File: src/rtl/mulvec_sched.sv
// mulvec_sched: round-robin scheduler sharing one vectorial multiplier among NUM_REQ requesters
// with in-flight tracking, a credit-guarded response FIFO and in-order responses.
module mulvec_sched #(
    parameter int NUM_REQ    = 2,
    parameter int LATENCY    = 2,
    parameter int FIFO_DEPTH = 4,
    localparam int IW = NUM_REQ > 1 ? $clog2(NUM_REQ) : 1
) (
    input  logic                   clk,
    input  logic                   rst,
    input  logic [NUM_REQ-1:0]     req_valid,
    output logic [NUM_REQ-1:0]     req_ready,
    input  logic [NUM_REQ*128-1:0] req_srca,
    input  logic [NUM_REQ*128-1:0] req_srcb,
    input  logic [NUM_REQ*3-1:0]   req_sel,
    input  logic [NUM_REQ-1:0]     req_is_mul,
    input  logic [NUM_REQ-1:0]     req_is_high,
    input  logic [NUM_REQ-1:0]     req_is_signed,
    output logic [127:0]           mul_srca,
    output logic [127:0]           mul_srcb,
    output logic [2:0]             mul_sel,
    output logic                   mul_is_mul,
    output logic                   mul_is_high,
    output logic                   mul_is_signed,
    input  logic [127:0]           mul_result,
    output logic                   rsp_valid,
    input  logic                   rsp_ready,
    output logic [IW-1:0]          rsp_id,
    output logic [127:0]           rsp_result
);
    localparam int AW = $clog2(FIFO_DEPTH);
    localparam int CW = $clog2(FIFO_DEPTH + LATENCY + 1);

    logic [IW-1:0]  rr_ptr;
    logic [IW-1:0]  grant;
    logic           found;
    logic           issue_ok;
    logic           issue;
    logic           push;
    logic           pop;
    logic [CW-1:0]  fifo_count;
    logic [CW-1:0]  inflight_count;
    logic [LATENCY-1:0] pipe_v;
    logic [IW-1:0]  pipe_id [LATENCY];
    logic [127:0]   mem_res [FIFO_DEPTH];
    logic [IW-1:0]  mem_id [FIFO_DEPTH];
    logic [AW-1:0]  wr_ptr;
    logic [AW-1:0]  rd_ptr;

    // Two passes give the wrap-around search: first from rr_ptr upward, then below it.
    always_comb begin
        found = 1'b0;
        grant = '0;
        for (int i = 0; i < NUM_REQ; i++) begin
            if (!found && req_valid[i] && i >= int'(rr_ptr)) begin
                found = 1'b1;
                grant = IW'(i);
            end
        end
        for (int i = 0; i < NUM_REQ; i++) begin
            if (!found && req_valid[i] && i < int'(rr_ptr)) begin
                found = 1'b1;
                grant = IW'(i);
            end
        end
    end

    // Credit counts only registered occupancy, so a same-cycle pop frees nothing yet.
    assign issue_ok  = (fifo_count + inflight_count) < CW'(FIFO_DEPTH);
    assign issue     = found & issue_ok & ~rst;
    assign req_ready = issue ? NUM_REQ'(1) << grant : '0;

    assign mul_srca      = issue ? req_srca[int'(grant)*128 +: 128] : '0;
    assign mul_srcb      = issue ? req_srcb[int'(grant)*128 +: 128] : '0;
    assign mul_sel       = issue ? req_sel[int'(grant)*3 +: 3] : '0;
    assign mul_is_mul    = issue & req_is_mul[grant];
    assign mul_is_high   = issue & req_is_high[grant];
    assign mul_is_signed = issue & req_is_signed[grant];

    assign push       = pipe_v[LATENCY-1];
    assign rsp_valid  = (fifo_count != '0) & ~rst;
    assign pop        = rsp_valid & rsp_ready;
    assign rsp_result = mem_res[rd_ptr];
    assign rsp_id     = mem_id[rd_ptr];

    always_ff @(posedge clk) begin
        if (rst) begin
            rr_ptr         <= '0;
            pipe_v         <= '0;
            inflight_count <= '0;
            fifo_count     <= '0;
            wr_ptr         <= '0;
            rd_ptr         <= '0;
        end else begin
            if (issue)
                rr_ptr <= (int'(grant) == NUM_REQ - 1) ? '0 : grant + 1'b1;
            pipe_v[0] <= issue;
            for (int i = 1; i < LATENCY; i++)
                pipe_v[i] <= pipe_v[i-1];
            inflight_count <= inflight_count + CW'(issue) - CW'(push);
            fifo_count     <= fifo_count + CW'(push) - CW'(pop);
            if (push)
                wr_ptr <= wr_ptr + 1'b1;
            if (pop)
                rd_ptr <= rd_ptr + 1'b1;
        end
    end

    // Payload storage needs no reset; validity lives in pipe_v and fifo_count.
    always_ff @(posedge clk) begin
        pipe_id[0] <= grant;
        for (int i = 1; i < LATENCY; i++)
            pipe_id[i] <= pipe_id[i-1];
        if (push) begin
            mem_res[wr_ptr] <= mul_result;
            mem_id[wr_ptr]  <= pipe_id[LATENCY-1];
        end
    end

    assert property (@(posedge clk) disable iff (rst) !(push && fifo_count == CW'(FIFO_DEPTH)));
endmodule

File: config.mk
export PLATFORM = sky130hd
export DESIGN_NAME = mulvec_sched
export DESIGN_NICKNAME = d
export VERILOG_FILES = /design/src/rtl/mulvec_sched.sv
export SDC_FILE = /design/constraint.sdc
export NUM_CORES = 1
export LEC_CHECK = 0
export ABC_AREA = 1
export BUFFER_PORTS_ARGS = -buffer_cell sky130_fd_sc_hd__buf_2
export CORE_AREA = 2 2 409 411
export DETAILED_ROUTE_END_ITERATION = 10
export DIE_AREA = 0 0 411 413
export GPL_ROUTABILITY_DRIVEN = 0
export PLACE_DENSITY_LB_ADDON = 0.05
export SLEW_MARGIN = 20
export SYNTH_ARGS = -nofsm -noshare
export SYNTH_HDL_FRONTEND = slang
export SYNTH_SLANG_ARGS = --single-unit
File: constraint.sdc
create_clock -name clk -period 5.6 [get_ports clk]
set_input_delay 1.12 -clock clk [delete_from_list [all_inputs] [get_ports clk]]
set_output_delay 1.12 -clock clk [all_outputs]
set_load 0.02 [all_outputs]
---- Yosys cells after proc, flatten, opt, wreduce, memory -nomap -nowiden ----
Memories as Yosys holds them, arrays and structs flattened. A register that Yosys moved wholly into a read port is not among the register bits.
Index checks and enable logic that the tools add are counted.
operators by class
  multipliers ............................. 1
  add/subtract/negate cells ............... 8
  muxes and demuxes ....................... 22
  shift-type cells ........................ 4
  order comparisons ....................... 4
  bitwise gates (word level) .............. 8
  reduce and logical (&&, ||, !) cells .... 7
operators by type and width
  cell                                                                          count
  256-bit by 9-bit variable part select with 128-bit output                     2
  128-bit two-way mux                                                           2
  1-bit two-way mux                                                             14
  2-bit two-way mux                                                             5
  1-bit AND                                                                     7
  3-bit by 1-bit adder with 3-bit output                                        2
  6-bit by 4-bit variable part select with 3-bit output                         1
  3-bit by 1-bit subtractor with 3-bit output                                   2
  2-bit by 1-bit adder with 2-bit output, second input constant                 2
  1-bit logical AND                                                             4
  3-bit adder                                                                   1
  3-bit less-than comparator, second input constant                             1
  1-bit by 2-bit multiplier with 3-bit output, second input constant            1
  3-bit two-way mux                                                             1
  3-bit nonzero test                                                            1
  1-bit zero test                                                               2
  1-bit by 2-bit less-than comparator with 1-bit output, second input constant  1
  1-bit by 1-bit left shift with 2-bit output, first input constant             1
  1-bit adder, second input constant                                            1
  1-bit greater-or-equal comparator, first input constant                       1
  1-bit less-than comparator, first input constant                              1
  1-bit inverter                                                                1
word-level totals
  bits of input ports ..................... 657
  memory bits (writable) .................. 518
  output and inout bits ................... 394
  flip-flop bits (word level) ............. 13
  logic and storage cells ................. 63
  memories kept ........................... 3
memory list
  memory   words  bits a word  rd ports  clocked after Yosys merged registers in  wr ports  RTL line  text
  mem_res  4      128          1         1                                        1         45        logic [127:0] mem_res [FIFO_DEPTH];
  mem_id   4      1            1         1                                        1         46        logic [IW-1:0] mem_id [FIFO_DEPTH];
  pipe_id  2      1            2         0                                        2         44        logic [IW-1:0] pipe_id [LATENCY];

---- Depth between registers and ports, before layout ----
  word-level depth ........................ 14
  mapped depth ............................ 12
  mapped depth without buffers ............ 10

---- Least setup slack after synthesis ----
No wires, ideal clock.
  path type ............................... register to register
  start point ............................. register wr_ptr[0]
  end point ............................... memory mem_id[2] in the netlist's numbering (enable)
  setup slack ............................. 2019 ps
  arrival time ............................ 3099 ps
  path buffers ............................ 0
  cell stages (with the launch flop) ...... 5
  period minus slack after synthesis ...... 3581 ps
  cell sequence ........................... dfxtp_1 inv_1 ha_1 nand2_1 inv_1
RTL lines
  what                      RTL line  text
  start: declaration        47        logic [AW-1:0] wr_ptr;
  start signal: assignment  103       wr_ptr <= wr_ptr + 1'b1;
  end: declaration          46
Straight into the memory's write port.

---- Worst setup path in the final report ----
  start point ............................. input rst
  end point ............................... output mul_srca[16]
on the way
  word-level cells in the longest chain between the ends .. 3
ends and longest elaborated chain
  what                 RTL line  text
  start: declaration   10        input logic rst,
  1-bit inverter       70        assign issue = found & issue_ok & ~rst;
  1-bit AND            70
  128-bit two-way mux  73        assign mul_srca = issue ? req_srca[int'(grant)*128 +: 128] : '0;
  end: declaration     19        output logic [127:0] mul_srca,
No other way between the ends.

==> metrics.md <==
| Metric | Value |
|---|---|
| Area contributors post-synth | edfxtp_1 64%, nand2_1 8.5%, o21ai_0 5.4% |
| Fraction of layout cells with a size suffix above 1 | 40.0% |
| Max Slew Vio Count | 0 |
| Area of the multi-input gates | 0.00717 sq mm |
| Total Wirelength | 172,000 microns |
| Clk pwr share | 32.2% |
| Yosys warning count | 0 |
| Max Cap Viol | 0 |
| NetSw | 4.87 mW |
| Sequential power share | 36.2% |
| Die Area | 0.170 sq mm |
| Net count, final | 3,874 |
| Post-CTS resize count | 0 |
| Slowest CP cell | a21oi_1 |
| Sequential fraction of the synthesis area | 65.9% |
| Slew HR | 29.7% |
| Max Used Layer | met5 |
| DR vias | 22.4k |
| Filler Cell Count | 18.5k |
| WL met1 | 66,700 microns |
| FF/Latch Area | 0.0158 sq mm |
| RSZ-0062 raised after global routing | false |
| Internal power | 8.06 mW |
| Initial antenna violation count | 180 |
| Main synth FF type | edfxtp_1 |
| Area leader, netlist | edfxtp_1 |
| Net count after synthesis | 2,899 |
| Worst-case clock buffer depth | 3 |
| Synthesized flop and latch total | 533 |
| Mean Syn Cell Area | 10.8 sq um |
| Met3 WL | 15,300 microns |
| Postcts setup bufs | 0 |
| Final ANT Viol Nets | 0 |
| Site row count | 150 |
| Core Box Area | 0.166 sq mm |
| Met2 WL post-DR | 83,300 microns |
| Clk sinks | 533 |
| DR DRC count | 0 |
| Cells after synthesis | 2,231 |
| Worst-margin pin slew | 1.05 ns |
| Crit path top cell by count | buf_2 |
| Sw Share | 37.7% |
| Grt total ovfl | 0 |
| Fmax | 211 MHz |
| Yosys cell types | 26 |
| Area Overhead vs Synth | 40.5% |
| Post-synth EDFFs | 516 |
| Largest net degree at the start of global routing | 147 |
| # hold bufs at CTS | 0 |
| CTS root buffer | clkbuf_16 |
| IO buf count | 1,050 |
| Inserted Clock Buffers | 60 |
| CP max FO | 77 |
| Maximum vdd drop | 0.000220 V |
| Post-synth top area share | 64.4% |
| Total Neg Setup Slack | 0 ns |
| Core Util, Final | 20.4% |
| Status | finished, final reports clean |
| Hold Fails Final Rpt | 0 |
| Worst path required time | 4.48 ns |
| DPL Wire Length | 134,000 microns |
| 1st-iter DRT viols | 1,719 |
| Final worst path period need | 4.73 ns |
| Die height | 413 microns |
| Clock Skew | 0.0179 ns |
| CP Data Arrival Time | 3.61 ns |
| Synthesized area | 0.0240 sq mm |
| Final setup fails | 0 |
| Commonest non-fill, non-tap cells in the layout | 1,050 x buf_2, 542 x nand2_1, 516 x edfxtp_1, 269 x nor2_1, 258 x o21ai_0 |
| Worst hold-check path type | reg -> reg |
| CP endpoint kind | output pin |
| Setup crit start kind | input port |
| Post-synth ARST share | 0% |
| Combinational share of power | 31.6% |
| Pre-antenna DRT Iters | 5 |
| First-pass GRT wire length | 219,000 microns |
| Total GRT Usage | 19.3% |
| Commonest non-fill, non-tap cell in the layout | buf_2 |
| CTS H-tree depth | 2 |
| CP Class | in -> out |
| CP Cell Sequence | buf_2 -> nor2_1 -> nand3_4 -> buf_12 -> a21oi_1 -> buf_2 |
| Max incr delay on CP | 0.73 ns |
| Via density | 4.06 |
| Leakage | 13.4 nW |
| Vias in the first global route | 22.0k |
| Num ports | 1,051 |
| CTS tree | yes |
| PwrDens | 383 mW/mm^2 |
| CTS clock-pin slew for the worst setup and hold paths | 0.06 ns |
| Final period util | 84.5% |
| Skew-Pair Late Insertion Delay | 0.65 ns |
| Routed len/inst | 31.3 microns |
| Die Wd | 411 microns |
| Initial Util | 14.5% |
[final cells by class]
| type | instances | area share, % |
|---|---|---|
| Tap cell | 2204 | 8.16 |
| Antenna cell | 47 | 0.348 |
| Multi-Input combinational cell | 1493 | 21.2 |
| Sequential cell | 533 | 46.9 |
| Clock buffer | 66 | 4.57 |
| Inverter | 33 | 0.478 |
| Timing Repair Buffer | 1085 | 16.9 |
| Clock inverter | 48 | 1.43 |
[synth_stat cells (2+ instances only)]
library cell / number
or2_2: 2
nand3_1: 3
buf_4: 8
fa_1: 2
a21oi_1: 157
nor2_1: 269
buf_2: 67
inv_2: 4
ha_1: 9
o21ai_1: 2
nand2_1: 543
xor2_1: 4
buf_1: 4
buf_6: 21
a21oi_2: 110
o22ai_1: 129
dfxtp_1: 17
o21ai_0: 258
clkbuf_1: 72
edfxtp_1: 516
inv_1: 29
[logic make-up after synthesis]
kind of cell | count (synthesis) | synth area share, %
adders and majority gates | 11 | 0.635
buffers and inverters | 205 | 4.33
xor gates and xnor gates | 4 | 0.146
DFF | 533 | 65.9
AOI/OAI and AO/OA | 657 | 16.1
and+or+nand+nor | 821 | 13.0
[through the flow]
stage	hold slack, ns	setup WS [ns]	power, mW	std cells	instance area (sq um)
floorplan	0.310	2.02	6.98	2231	24000
global placement	0.311	0.799	9.01	5348	31600
detailed placement	0.316	0.775	8.97	5348	31600
CTS	0.331	0.765	13.2	5462	33700
global route	0.333	0.739	13.6	5478	33700
finish	0.328	0.866	12.9	5509	33800
[critical path: cells and delay by family]
kind / cells / cell delay, ns
AOI/OAI and AO/OA: 1 / 0.73
buffers and inverters: 3 / 0.95
and+or+nand+nor: 2 / 0.74
[final timing paths]
path	start	endpoint	slack, ns	cells after the start
min	pipe_id[0][0]$_DFF_P_	pipe_id[0][1]$_DFF_P_	0.33	0
min reg2reg	pipe_id[0][0]$_DFF_P_	pipe_id[0][1]$_DFF_P_	0.33	0
max reg2reg	inflight_count[1]$_SDFF_PP0_	inflight_count[2]$_SDFF_PP0_	3.10	10
max	rst	mul_srca[16]	0.87	6
[sequential cells by signal (all words and copies together) (netlist names), named ones only]
register / count
wr_ptr: 2
pipe_v: 2
fifo_count: 3
mem_res: 512
rd_ptr: 2
mem_id: 4
rr_ptr: 1
pipe_id: 2
inflight_count: 3
[routing by layer]
| layer | global-route usage [%] | vias up |
|---|---|---|
| li1 | - | 9904 |
| met1 | 22.4 | 10943 |
| met2 | 33.5 | 1071 |
| met3 | 6.63 | 413 |
| met4 | 5.87 | 60 |
| met5 | 0 | - |
[power by group through the flow]
stage	logic, mW	clock network (mW)	registers, mW
2_1_floorplan	2.25	0	4.74
3_3_place_gp	4.24	0	4.77
3_5_place_dp	4.20	0	4.77
4_1_cts	4.21	4.35	4.68
5_1_grt	4.44	4.47	4.70
6_report	4.09	4.17	4.68
(Power assumes the default switching activity.)
